## src/rtl/vblank_update_sequencer.sv

```systemverilog
// vblank_update_sequencer
// Runs the per-frame game-state updates inside vertical blanking. On each
// vblank rising edge the clients are started one after another in index
// order; each client must return done before the next one is started.
// A sequence still running when active video resumes is abandoned and
// recorded in the sticky overrun flag.
//
// Optional build macro: SEQ_TIMEOUT_EN
//   Adds a per-client watchdog. A client that stays silent for TIMEOUT_CYC
//   cycles is treated as done, and its bit in timeout_flag is set.
//   Without the macro no counter is built and timeout_flag is tied to 0.
module vblank_update_sequencer #(
  parameter int N_CLIENTS   = 4,
  parameter int TIMEOUT_CYC = 4096,
  parameter int FRAME_CNT_W = 16,
  localparam int CLIENT_W   = $clog2(N_CLIENTS)
) (
  input  logic                   pclk,
  input  logic                   rst,
  input  logic                   vblank,
  input  logic [N_CLIENTS-1:0]   done,
  output logic [N_CLIENTS-1:0]   start,
  output logic [CLIENT_W-1:0]    active_client,
  output logic                   busy,
  output logic                   frame_done,
  output logic                   overrun,
  output logic [N_CLIENTS-1:0]   timeout_flag,
  output logic [FRAME_CNT_W-1:0] frame_cnt
);

  typedef enum logic [1:0] {IDLE, START, WAIT, FIN} state_t;

  localparam logic [CLIENT_W-1:0] LAST_IDX = CLIENT_W'(N_CLIENTS - 1);

  state_t                 state_reg, state_next;
  logic [CLIENT_W-1:0]    index_reg, index_next;
  logic                   vblank_d_reg;
  logic                   rise_reg;
  logic [N_CLIENTS-1:0]   start_reg, start_next;
  logic                   busy_reg, busy_next;
  logic                   frame_done_reg, frame_done_next;
  logic                   overrun_reg, overrun_next;
  logic [FRAME_CNT_W-1:0] frame_cnt_reg, frame_cnt_next;
  logic                   last_client;
  logic                   advance;
  logic                   tmo_hit;

`ifdef SEQ_TIMEOUT_EN
  localparam int WAIT_CNT_W = $clog2(TIMEOUT_CYC + 1);
  logic [WAIT_CNT_W-1:0] wait_cnt_reg, wait_cnt_next;
  logic [N_CLIENTS-1:0]  timeout_reg, timeout_next;

  // The counter is 0 in the first WAIT cycle, so a silent client is
  // released after exactly TIMEOUT_CYC cycles of waiting.
  assign tmo_hit = (state_reg == WAIT) &&
                   (wait_cnt_reg == WAIT_CNT_W'(TIMEOUT_CYC - 1));
  assign timeout_flag = timeout_reg;
`else
  assign tmo_hit      = 1'b0;
  assign timeout_flag = '0;
`endif

  assign last_client = (index_reg == LAST_IDX);
  // Only the awaited client's done line matters; all others are ignored.
  assign advance     = done[index_reg] | tmo_hit;

  // Edge detector: rise is registered once so start[0] lands in the
  // second cycle after vblank is first sampled high.
  always_ff @(posedge pclk or posedge rst) begin
    if (rst) begin
      vblank_d_reg <= 1'b1;
      rise_reg     <= 1'b0;
    end else begin
      vblank_d_reg <= vblank;
      rise_reg     <= vblank & ~vblank_d_reg;
    end
  end

  // State and registered outputs.
  always_ff @(posedge pclk or posedge rst) begin
    if (rst) begin
      state_reg      <= IDLE;
      index_reg      <= '0;
      start_reg      <= '0;
      busy_reg       <= 1'b0;
      frame_done_reg <= 1'b0;
      overrun_reg    <= 1'b0;
      frame_cnt_reg  <= '0;
`ifdef SEQ_TIMEOUT_EN
      wait_cnt_reg   <= '0;
      timeout_reg    <= '0;
`endif
    end else begin
      state_reg      <= state_next;
      index_reg      <= index_next;
      start_reg      <= start_next;
      busy_reg       <= busy_next;
      frame_done_reg <= frame_done_next;
      overrun_reg    <= overrun_next;
      frame_cnt_reg  <= frame_cnt_next;
`ifdef SEQ_TIMEOUT_EN
      wait_cnt_reg   <= wait_cnt_next;
      timeout_reg    <= timeout_next;
`endif
    end
  end

  // Next-state logic. START is the cycle in which the start pulse is
  // visible, so done arriving in that cycle is never sampled.
  always_comb begin
    state_next      = state_reg;
    index_next      = index_reg;
    start_next      = '0;
    busy_next       = busy_reg;
    frame_done_next = 1'b0;
    overrun_next    = overrun_reg;
    frame_cnt_next  = frame_cnt_reg;
`ifdef SEQ_TIMEOUT_EN
    wait_cnt_next   = wait_cnt_reg;
    timeout_next    = timeout_reg;
`endif
    case (state_reg)
      IDLE: begin
        if (rise_reg) begin
          state_next = START;
          index_next = '0;
          start_next = N_CLIENTS'(1);
          busy_next  = 1'b1;
        end
      end
      START: begin
`ifdef SEQ_TIMEOUT_EN
        wait_cnt_next = '0;
`endif
        if (!vblank) begin
          state_next   = IDLE;
          busy_next    = 1'b0;
          overrun_next = 1'b1;
        end else begin
          state_next = WAIT;
        end
      end
      WAIT: begin
`ifdef SEQ_TIMEOUT_EN
        wait_cnt_next = wait_cnt_reg + 1'b1;
`endif
        // Completion of the last client beats a simultaneous vblank fall;
        // on any other client the abort wins.
        if (advance && last_client) begin
          state_next      = FIN;
          frame_done_next = 1'b1;
          frame_cnt_next  = frame_cnt_reg + 1'b1;
          busy_next       = 1'b0;
`ifdef SEQ_TIMEOUT_EN
          if (tmo_hit && !done[index_reg]) timeout_next[index_reg] = 1'b1;
`endif
        end else if (!vblank) begin
          state_next   = IDLE;
          busy_next    = 1'b0;
          overrun_next = 1'b1;
        end else if (advance) begin
          state_next = START;
          index_next = index_reg + 1'b1;
          start_next = N_CLIENTS'(1) << (index_reg + 1'b1);
`ifdef SEQ_TIMEOUT_EN
          if (tmo_hit && !done[index_reg]) timeout_next[index_reg] = 1'b1;
`endif
        end
      end
      FIN: begin
        state_next = IDLE;
      end
      default: begin
        state_next = IDLE;
      end
    endcase
  end

  assign start         = start_reg;
  assign active_client = index_reg;
  assign busy          = busy_reg;
  assign frame_done    = frame_done_reg;
  assign overrun       = overrun_reg;
  assign frame_cnt     = frame_cnt_reg;

endmodule
```

## config.mk

```make
export PLATFORM = sky130hd
export DESIGN_NAME = vblank_update_sequencer
export DESIGN_NICKNAME = d
export VERILOG_FILES = /design/src/rtl/vblank_update_sequencer.sv
export SDC_FILE = /design/constraint.sdc
export NUM_CORES = 1
export LEC_CHECK = 0
export ABC_AREA = 0
export CAP_MARGIN = 25
export CORE_MARGIN = 2
export CORE_UTILIZATION = 50
export DETAILED_ROUTE_END_ITERATION = 10
export PLACE_DENSITY = 0.81
export SKIP_CTS_REPAIR_TIMING = 1
export SYNTH_ARGS = -nofsm -noshare
export SYNTH_HDL_FRONTEND = slang
export SYNTH_SLANG_ARGS = --single-unit
```

## constraint.sdc

```tcl
create_clock -name pclk -period 3.05 [get_ports pclk]
set_input_delay 0.915 -clock pclk [delete_from_list [all_inputs] [get_ports pclk]]
set_output_delay 0.915 -clock pclk [all_outputs]
set_load 0.005 [all_outputs]
```

==> impl_metrics.json <==
{
  "status": "completed",
  "grt_pass1_vias": 1107,
  "core_area_sq_um": 2758,
  "drc_errors": 0,
  "numCtsBuffers": 5,
  "setup_violations": 0,
  "diodes": 0,
  "avgViaCountPerCell": 5.302,
  "clkTransAtPathRegs_ns": 0.09,
  "drt_pass1_iterations": 6,
  "largest_reg_flops": 16,
  "clockRootBuffer": "clkbuf_4",
  "crit_chain": "clkdlybuf4s50_1",
  "end_kind": "output port",
  "powerDensity_nw_per_um2": 510.4,
  "placementRows": 19,
  "arrival_ns": 1.38,
  "cts.sinks": 29,
  "final_net_count": 188,
  "die_y_um": 57.74,
  "max_cap_viol_count": 0,
  "port_buffers": 31,
  "async_flop_share_pct": 100.0,
  "critPathMaxFanout": 8,
  "fin_crit_ns": 2.300,
  "htree_levels": 2,
  "hold_class": "reg2reg",
  "io-pin-count": 36,
  "yosysSeqAreaShare_pct": 50.35,
  "first_iter_violations": 31,
  "multiInputGateArea_sq_um": 653.1,
  "fillCellCount": 232,
  "fin_hold_ws_ns": 0.4676,
  "tns_ns": 0,
  "post-route-util_pct": 66.20,
  "clk_latency_ns": 0.33,
  "synth_edf_count": 0,
  "dieArea_sq_um": 3333,
  "worstSetupStartpointType": "flip-flop",
  "grt_setup_unrepaired": "no",
  "synthCells": 133,
  "antenna_found_initial": 0,
  "critPathSlowestCell": "clkdlybuf4s50_1",
  "drive_gt1_share_pct": 7.602,
  "start_util_pct": 52.36,
  "place_ws_ns": 0.4750,
  "syn_area_per_cell_sq_um": 10.86,
  "critPathKind": "reg2out",
  "ys_ff_latch": 29,
  "timing.fmax_ghz": 0.4348,
  "wl_per_cell_um": 13.74,
  "syn_to_final_growth_pct": 26.43,
  "synthFlopType": "dfrtp_1",
  "cp_top_family": "buffers and inverters",
  "dp_hpwl_um": 2079,
  "grt_usage_pct": 19.29,
  "gr-total-overflow": 0,
  "fin_crit_sh_pct": 75.41,
  "wl_um": 2776,
  "gp_congestion": 0.7796,
  "fp.dieW_um": 57.74,
  "critPathMaxStageDelay_ns": 0.56,
  "grt_start_max_net_pins": 30,
  "setup_ws_ns": 0.7501,
  "clock_skew_ns": 0.007810,
  "leakage_nw": 0.8651,
  "vias": 1071,
  "synth_cell_types": 31,
  "clk_path_buf_depth": 2,
  "grt_pass1_wl_um": 4788,
  "maxSlewViolCount": 0,
  "syn_area_sq_um": 1444,
  "yosysWarnings": 0,
  "crit_buf_inv": 1,
  "final-seq-area_sq_um": 726.9,
  "irDropWorstVdd_mv": 0.3939,
  "worstPathRequired_ns": 2.13,
  "finalHoldViolCount": 0,
  "antenna_left": 0,
  "cts_tree": "yes"
}
## Yosys cell counts (2+ instances only)
| master | count | area share [%] |
|---|---|---|
| dfrtp_1 | 28 | 49 |
| a21oi_1 | 3 | 1.0 |
| nand4_1 | 5 | 2.2 |
| a31oi_1 | 2 | 0.87 |
| inv_1 | 9 | 2.3 |
| nand2b_1 | 2 | 0.87 |
| o21ai_0 | 3 | 1.0 |
| o31ai_1 | 2 | 1.0 |
| and2_1 | 3 | 1.3 |
| and3_1 | 3 | 1.3 |
| xor2_1 | 7 | 4.2 |
| nor4_1 | 3 | 1.3 |
| nor2_1 | 3 | 0.78 |
| nand2_1 | 18 | 4.7 |
| buf_4 | 5 | 2.6 |
| nand3_1 | 4 | 1.4 |
| ha_1 | 11 | 9.5 |
| xnor2_1 | 8 | 4.9 |
| nor3_1 | 2 | 0.69 |
## through the flow
step,cell area (sq um),std cells,power (mW)
after floorplan,1455,136,0.6322
after global placement,1774,194,0.7005
after detailed placement,1774,194,0.7211
after CTS,1826,202,0.9474
after global routing,1826,202,1.002
final,1826,202,0.9318
## logic make-up after synthesis
| logic type | after synthesis | synth area share, % |
|---|---|---|
| AOI/OAI and AO/OA | 12 | 5.198 |
| xor gates and xnor gates | 15 | 9.099 |
| adders and majority gates | 11 | 9.532 |
| buffers and inverters | 15 | 5.199 |
| DFF | 29 | 50.35 |
| muxes | 2 | 2.253 |
| other | 1 | 0.2597 |
| and+or+nand+nor | 48 | 18.11 |
## layout by cell type, fill, tap and decap left out, types with 3 or more instances in the layout
| cell | instances |
|---|---|
| clkdlybuf4s50_1 | 31 |
| dfrtp_1 | 28 |
| nand2_1 | 18 |
| ha_1 | 11 |
| inv_1 | 9 |
| xnor2_1 | 8 |
| xor2_1 | 7 |
| nand4_1 | 5 |
| clkbuf_4 | 5 |
| nand3_1 | 4 |
| conb_1 | 4 |
| and3_1 | 3 |
| nor2_1 | 3 |
| nor4_1 | 3 |
| a21oi_1 | 3 |
| o21ai_0 | 3 |
| and2_1 | 3 |
## worst reg2reg max path: stages, from the launching register on
cell	delay, ns
dfrtp_1	0.44
inv_1	0.13
ha_1	0.37
nand2_1	0.20
nor3b_2	0.43
nand2b_1	0.18
a31oi_1	0.08
## area by class of cell
cell class	count	area share (%)
clock buffer	6	2.262
clock inverter	2	0.5483
inverter	10	2.056
multi-input combinational	92	35.78
sequential	29	39.82
tap	31	2.125
timing repair buffer	32	17.41
## layer usage
metal	up-vias	global-route usage (%)	share of wire (%)	routed length, um
li1	514	-	-	-
met1	521	21.57	42	1162
met2	31	33.12	51	1417
met3	5	6.920	5.4	151
met4	0	8.306	1.6	45
met5	-	0	0	0
## report_power, final
| part | total, mW | internal [mW] | switching, mW |
|---|---|---|---|
| logic | 0.257 | 0.120 | 0.137 |
| registers | 0.455 | 0.418 | 0.0374 |
| clock network | 0.219 | 0.0876 | 0.132 |
## path summary, 6_finish.rpt
check / from / cells after the start / end / slack, ns
max: active_client[0]$_DFFE_PP0P_ / 1 / active_client[0] / 0.75
min: frame_cnt[15]$_DFFE_PP0P_ / 1 / frame_cnt[15]$_DFFE_PP0P_ / 0.47
max reg2reg: state_reg[0]$_DFFE_PP0P_ / 6 / active_client[0]$_DFFE_PP0P_ / 1.10
min reg2reg: frame_cnt[15]$_DFFE_PP0P_ / 1 / frame_cnt[15]$_DFFE_PP0P_ / 0.47
max in group asynchronous: rst / 3 / vblank_d_reg$_DFF_PP1_ / 1.79
min in group asynchronous: rst / 3 / frame_cnt[15]$_DFFE_PP0P_ / 0.95
(Power assumes the default switching activity.)
